$ cat config.mk
export PLATFORM = sky130hd
export DESIGN_NAME = pipe_hazard_ctrl
export DESIGN_NICKNAME = d
export VERILOG_FILES = /design/src/rtl/pipe_hazard_ctrl.sv
export SDC_FILE = /design/constraint.sdc
export NUM_CORES = 1
export LEC_CHECK = 0
export BUFFER_PORTS_ARGS = -buffer_cell sky130_fd_sc_hd__buf_2
export CORE_MARGIN = 2
export CORE_UTILIZATION = 48
export DETAILED_ROUTE_END_ITERATION = 6
export GPL_TIMING_DRIVEN = 0
export PLACE_DENSITY = 0.88
export SYNTH_ARGS = -nofsm -noshare
export SYNTH_HDL_FRONTEND = slang
export SYNTH_SLANG_ARGS = --single-unit
$ cat constraint.sdc
create_clock -name clk -period 5.43 [get_ports clk]
set_input_delay 0.2715 -clock clk [delete_from_list [all_inputs] [get_ports clk]]
set_output_delay 0.2715 -clock clk [all_outputs]
set_load 0.02 [all_outputs]
$ cat src/rtl/pipe_hazard_ctrl.sv
// pipe_hazard_ctrl: load-use stall, stage flushes, mul/div scoreboard,
// branch-mispredict redirect and drain-then-redirect trap sequencing.
module pipe_hazard_ctrl #(
  parameter int unsigned          PC_WIDTH = 32,
  parameter logic [PC_WIDTH-1:0]  TRAP_VEC = 32'h0000_0100
) (
  input  logic                clk,
  input  logic                rst,
  input  logic                id_valid_i,
  input  logic                id_rs1_en_i,
  input  logic                id_rs2_en_i,
  input  logic [4:0]          id_rs1_idx_i,
  input  logic [4:0]          id_rs2_idx_i,
  input  logic                id_is_long_i,
  input  logic                ex_valid_i,
  input  logic                ex_is_load_i,
  input  logic                ex_rd_wen_i,
  input  logic [4:0]          ex_rd_idx_i,
  input  logic                ex_long_start_i,
  input  logic                wb_long_done_i,
  input  logic                ex_bjp_valid_i,
  input  logic                ex_prdt_taken_i,
  input  logic                ex_bjp_taken_i,
  input  logic [PC_WIDTH-1:0] ex_bjp_target_i,
  input  logic [PC_WIDTH-1:0] ex_pc_i,
  input  logic                ex_excp_i,
  input  logic                lsu_outstanding_i,
  output logic                id_load_use_o,
  output logic                if_flush_o,
  output logic                id_flush_o,
  output logic                ex_flush_o,
  output logic                redirect_valid_o,
  output logic [PC_WIDTH-1:0] redirect_pc_o,
  output logic                long_busy_o,
  output logic [PC_WIDTH-1:0] epc_o,
  output logic                trap_busy_o
);

  typedef enum logic [1:0] {
    RUN   = 2'd0,
    DRAIN = 2'd1,
    REDIR = 2'd2
  } state_t;

  localparam logic [PC_WIDTH-1:0] PC_STEP = PC_WIDTH'(4);

  state_t                state_q, state_d;
  logic                  long_busy_q;
  logic [4:0]            long_rd_q;
  logic [PC_WIDTH-1:0]   epc_q;

  logic                  mispredict;
  logic                  trap;
  logic                  long_start;
  logic                  ex_hit;
  logic                  sb_hit;
  logic                  struct_hit;

  assign mispredict = ex_valid_i & ex_bjp_valid_i & (ex_prdt_taken_i != ex_bjp_taken_i);
  assign trap       = ex_valid_i & ex_excp_i;

  // Source-operand hazard terms against the EX load and the scoreboard entry
  always_comb begin
    ex_hit = ex_valid_i & ex_is_load_i & ex_rd_wen_i & (ex_rd_idx_i != 5'd0) &
             ((id_rs1_en_i & (id_rs1_idx_i == ex_rd_idx_i)) |
              (id_rs2_en_i & (id_rs2_idx_i == ex_rd_idx_i)));
    sb_hit = long_busy_q & (long_rd_q != 5'd0) &
             ((id_rs1_en_i & (id_rs1_idx_i == long_rd_q)) |
              (id_rs2_en_i & (id_rs2_idx_i == long_rd_q)));
    struct_hit = id_is_long_i & long_busy_q;
  end

  // Trap FSM state register
  always_ff @(posedge clk) begin
    if (rst) state_q <= RUN;
    else     state_q <= state_d;
  end

  // Next state, flushes and redirect; trap wins over mispredict in RUN
  always_comb begin
    state_d          = state_q;
    if_flush_o       = 1'b0;
    id_flush_o       = 1'b0;
    ex_flush_o       = 1'b0;
    redirect_valid_o = 1'b0;
    redirect_pc_o    = '0;
    unique case (state_q)
      RUN: begin
        if (trap) begin
          if_flush_o = 1'b1;
          id_flush_o = 1'b1;
          ex_flush_o = 1'b1;
          state_d    = DRAIN;
        end else if (mispredict) begin
          if_flush_o       = 1'b1;
          id_flush_o       = 1'b1;
          redirect_valid_o = 1'b1;
          redirect_pc_o    = ex_bjp_taken_i ? ex_bjp_target_i : (ex_pc_i + PC_STEP);
        end
      end
      DRAIN: begin
        if_flush_o = 1'b1;
        id_flush_o = 1'b1;
        ex_flush_o = 1'b1;
        if (!lsu_outstanding_i && !long_busy_q) state_d = REDIR;
      end
      REDIR: begin
        if_flush_o       = 1'b1;
        id_flush_o       = 1'b1;
        ex_flush_o       = 1'b1;
        redirect_valid_o = 1'b1;
        redirect_pc_o    = TRAP_VEC;
        state_d          = RUN;
      end
      default: state_d = RUN;
    endcase
  end

  // A flushed ID instruction must not also stall
  always_comb begin
    id_load_use_o = id_valid_i & (ex_hit | sb_hit | struct_hit) & ~id_flush_o;
  end

  assign long_start = ex_long_start_i & ex_valid_i & ~ex_flush_o;

  // Scoreboard: a start in the same cycle as a done keeps the entry occupied
  always_ff @(posedge clk) begin
    if (rst) begin
      long_busy_q <= 1'b0;
      long_rd_q   <= '0;
    end else if (long_start) begin
      long_busy_q <= 1'b1;
      long_rd_q   <= ex_rd_idx_i;
    end else if (wb_long_done_i) begin
      long_busy_q <= 1'b0;
    end
  end

  // Exception PC captured when the trap is taken
  always_ff @(posedge clk) begin
    if (rst)                        epc_q <= '0;
    else if (state_q == RUN && trap) epc_q <= ex_pc_i;
  end

  assign long_busy_o = long_busy_q;
  assign epc_o       = epc_q;
  assign trap_busy_o = (state_q != RUN);

endmodule

==> results.sh <==
export IMPL_worstPathRequired_ns=5.16
export IMPL_gp_congestion=0.862
export IMPL_path_clk_slew_ns=0.08
export IMPL_slowest_delay_ns=0.35
export IMPL_final_cell_mix="buf_2, nand2_1, a21oi_1"
export IMPL_diodes=0
export IMPL_max_freq_mhz=385
export IMPL_ys_seq_area_frac=0.282
export IMPL_path_buf_inv=3
export IMPL_wl_microns=9180
export IMPL_wire_per_inst_microns=14.4
export IMPL_cp_startpoint="state_q[0]"
export IMPL_portBuffers=162
export IMPL_dieHeight_microns=80.9
export IMPL_max_cap_viol_count=0
export IMPL_slew_viol_final=0
export IMPL_htree_levels=2
export IMPL_nets=666
export IMPL_dpl_cell_count=632
export IMPL_synth_top_family_by_area="simple AND/OR/NAND/NOR gates"
export IMPL_criticalPathCategory="reg2out"
export IMPL_rows=28
export IMPL_finClkSkew_ns=0.00789
export IMPL_fillCellCount=538
export IMPL_grt_max_degree=12
export IMPL_path_cells="inv_1, ha_1, nand4_1, nor2_1, clkbuf_1, o21ai_0, a21oi_1, buf_2"
export IMPL_root_buffer="clkbuf_8"
export IMPL_initial_core_util=0.489
export IMPL_hold_viol=0
export IMPL_grt_first_pass_wirelength_microns=13800
export IMPL_drc=0
export IMPL_cp_arrival_ns=2.33
export IMPL_viasPerCell=5.35
export IMPL_leakagePower_nw=1.82
export IMPL_hold_path_class="in2reg"
export IMPL_synth_nets=497
export IMPL_slowest_stage="dfxtp_1"
export IMPL_cts_tree="built"
export IMPL_synth_flop_cell="dfxtp_1"
export IMPL_cts_setup_buffers=0
export IMPL_dieArea_sq_mm=0.00655
export IMPL_clk_latency_ns=0.29
export IMPL_synth_edf_count=0
export IMPL_grt_pass1_vias=3093
export IMPL_ys_warn_count=0
export IMPL_synth_xor_xnor_area_share=0.151
export IMPL_syn2layout_area_growth_pct=34.6
export IMPL_tightest_slew_ns=0.634
export IMPL_dr_pass1_iters=5
export IMPL_vdd_ir_drop_max_mv=0.112
export IMPL_synthArstFlopShare=0
export IMPL_total_power_mw=0.731
export IMPL_rsz0062_at_grt="no"
export IMPL_ys_ff_latch=40
export IMPL_muxShareOfSynthArea=0.0387
export IMPL_syn_inst=395
export IMPL_period_needed_ns=2.60
export IMPL_grt_usage=0.268
export IMPL_vias=3420
export IMPL_layout_drive_gt1_share=0.319
export IMPL_reg2reg_from="state_q[0]"
export IMPL_synth_compound_area_frac=0.170
export IMPL_clock_sinks=40
export IMPL_finalSetupViolCount=0
export IMPL_gr_total_overflow=0
export IMPL_core_area_sq_mm=0.00582
export IMPL_cp_max_fo=10
export IMPL_post_cts_resized=0
export IMPL_synthAdderAreaFrac=0.0308
export IMPL_pwr_density_cell_mw_per_mm2=191
export IMPL_yosys_area_share_simple=0.281
export IMPL_netlist_area_sq_mm=0.00284
export IMPL_initialDrtViolationCount=142
export IMPL_relSlewSlack=0.573
export IMPL_dp_hpwl_microns=7530
export IMPL_ys_types=41
export IMPL_status="complete, no violations"
export IMPL_cts_buffers_inserted=5
export IMPL_min_period_over_period=0.479
export IMPL_hold_buffers=0
export IMPL_cp_start_kind="flop"
export IMPL_endpoint_kind="output port"
export IMPL_min_delay_start="ex_pc_i[31]"
export IMPL_die_x_microns=80.9
export IMPL_final_common_cell="buf_2"
export IMPL_boundaryPins=166
export IMPL_avgSynthCellArea_sq_um=7.19
export IMPL_ant_nets=0
export IMPL_fin_cells=639
export IMPL_setup_tns_ns=0
export IMPL_antenna_found_initial=0
export IMPL_cp_top_family="buffers and inverters"
export IMPL_clockBufferDepth=2
layer usage:
| layer | global-route usage | wire (microns) | vias to the layer above |
|---|---|---|---|
| li1 | - | - | 1691 |
| met1 | 0.292 | 3520 | 1561 |
| met2 | 0.526 | 4740 | 154 |
| met3 | 0.0556 | 795 | 14 |
| met4 | 0.0610 | 118 | 0 |
| met5 | 0 | 0 | - |
power breakdown:
| group | switching [mW] | internal, mW |
|---|---|---|
| registers | 0.0108 | 0.309 |
| logic | 0.134 | 0.0881 |
| clock network | 0.101 | 0.0875 |
layout make-up:
cell class | count | area, sq um | share of cell area
Timing Repair Buffer | 162 | 811 | 0.212
Clock inverter | 1 | 5.00 | 0.00131
Clock buffer | 6 | 72.6 | 0.0190
Buffer | 23 | 105 | 0.0275
Sequential cell | 40 | 801 | 0.209
Multi-Input combinational cell | 325 | 1910 | 0.499
Inverter | 7 | 26.3 | 0.00687
Tap cell | 75 | 93.8 | 0.0245
worst reg2reg max path, delay by kind of cell, from the launching register on:
kind            cells  cell delay (ns)
compound gates      1             0.24
fa+ha+maj           1             0.27
buf+inv             2             0.30
flops               1             0.40
mux                 1             0.25
simple gates        3             0.55
worst paths after layout:
check	endpoint	slack, ns	depth (start not counted)
worst max-delay path	redirect_pc_o[17]	2.83	8
worst min-delay path	epc_o[31]	0.23	3
worst max register to register	long_rd_q[1]	3.31	8
worst min register to register	epc_o[28]	0.45	2
synthesized netlist by cell type (4+ instances only):
library cell,n,area share
a21oi_1,59,0.10
and3_1,7,0.015
and4_1,4,0.012
clkbuf_1,18,0.024
dfxtp_1,40,0.28
ha_1,7,0.031
inv_1,6,0.0079
mux2i_1,11,0.039
nand2_1,82,0.11
nand3_1,16,0.028
nand4_1,13,0.029
nor2_1,23,0.030
nor3_1,6,0.011
nor4_1,5,0.011
o21ai_0,22,0.039
xnor2_1,27,0.083
xor2_1,22,0.068
kinds of logic (layout without fill, tap and decap cells):
kind of cell / count (synthesis) / in the layout
flops: 40 / 40
simple gates: 167 / 167
compound gates: 91 / 91
fa+ha+maj: 7 / 7
xor+xnor: 49 / 49
buf+inv: 30 / 199
mux: 11 / 11
sequential cells by signal, summed over array words and instances (netlist names):
signal,flops
state_q,2
long_busy_o,1
epc_o,32
long_rd_q,5
through the flow:
stage | area [sq um] | utilization | hold WS, ns | worst slack, ns
after floorplan | 2840 | - | 0.408 | 3.47
after global placement | 3750 | 0.644 | 0.443 | 3.18
after detailed placement | 3750 | 0.644 | 0.446 | 3.13
after CTS | 3820 | 0.657 | 0.229 | 2.86
after global routing | 3820 | 0.657 | 0.240 | 2.59
final | 3820 | 0.657 | 0.231 | 2.83
Note: power is estimated with default switching activity, not from simulation.
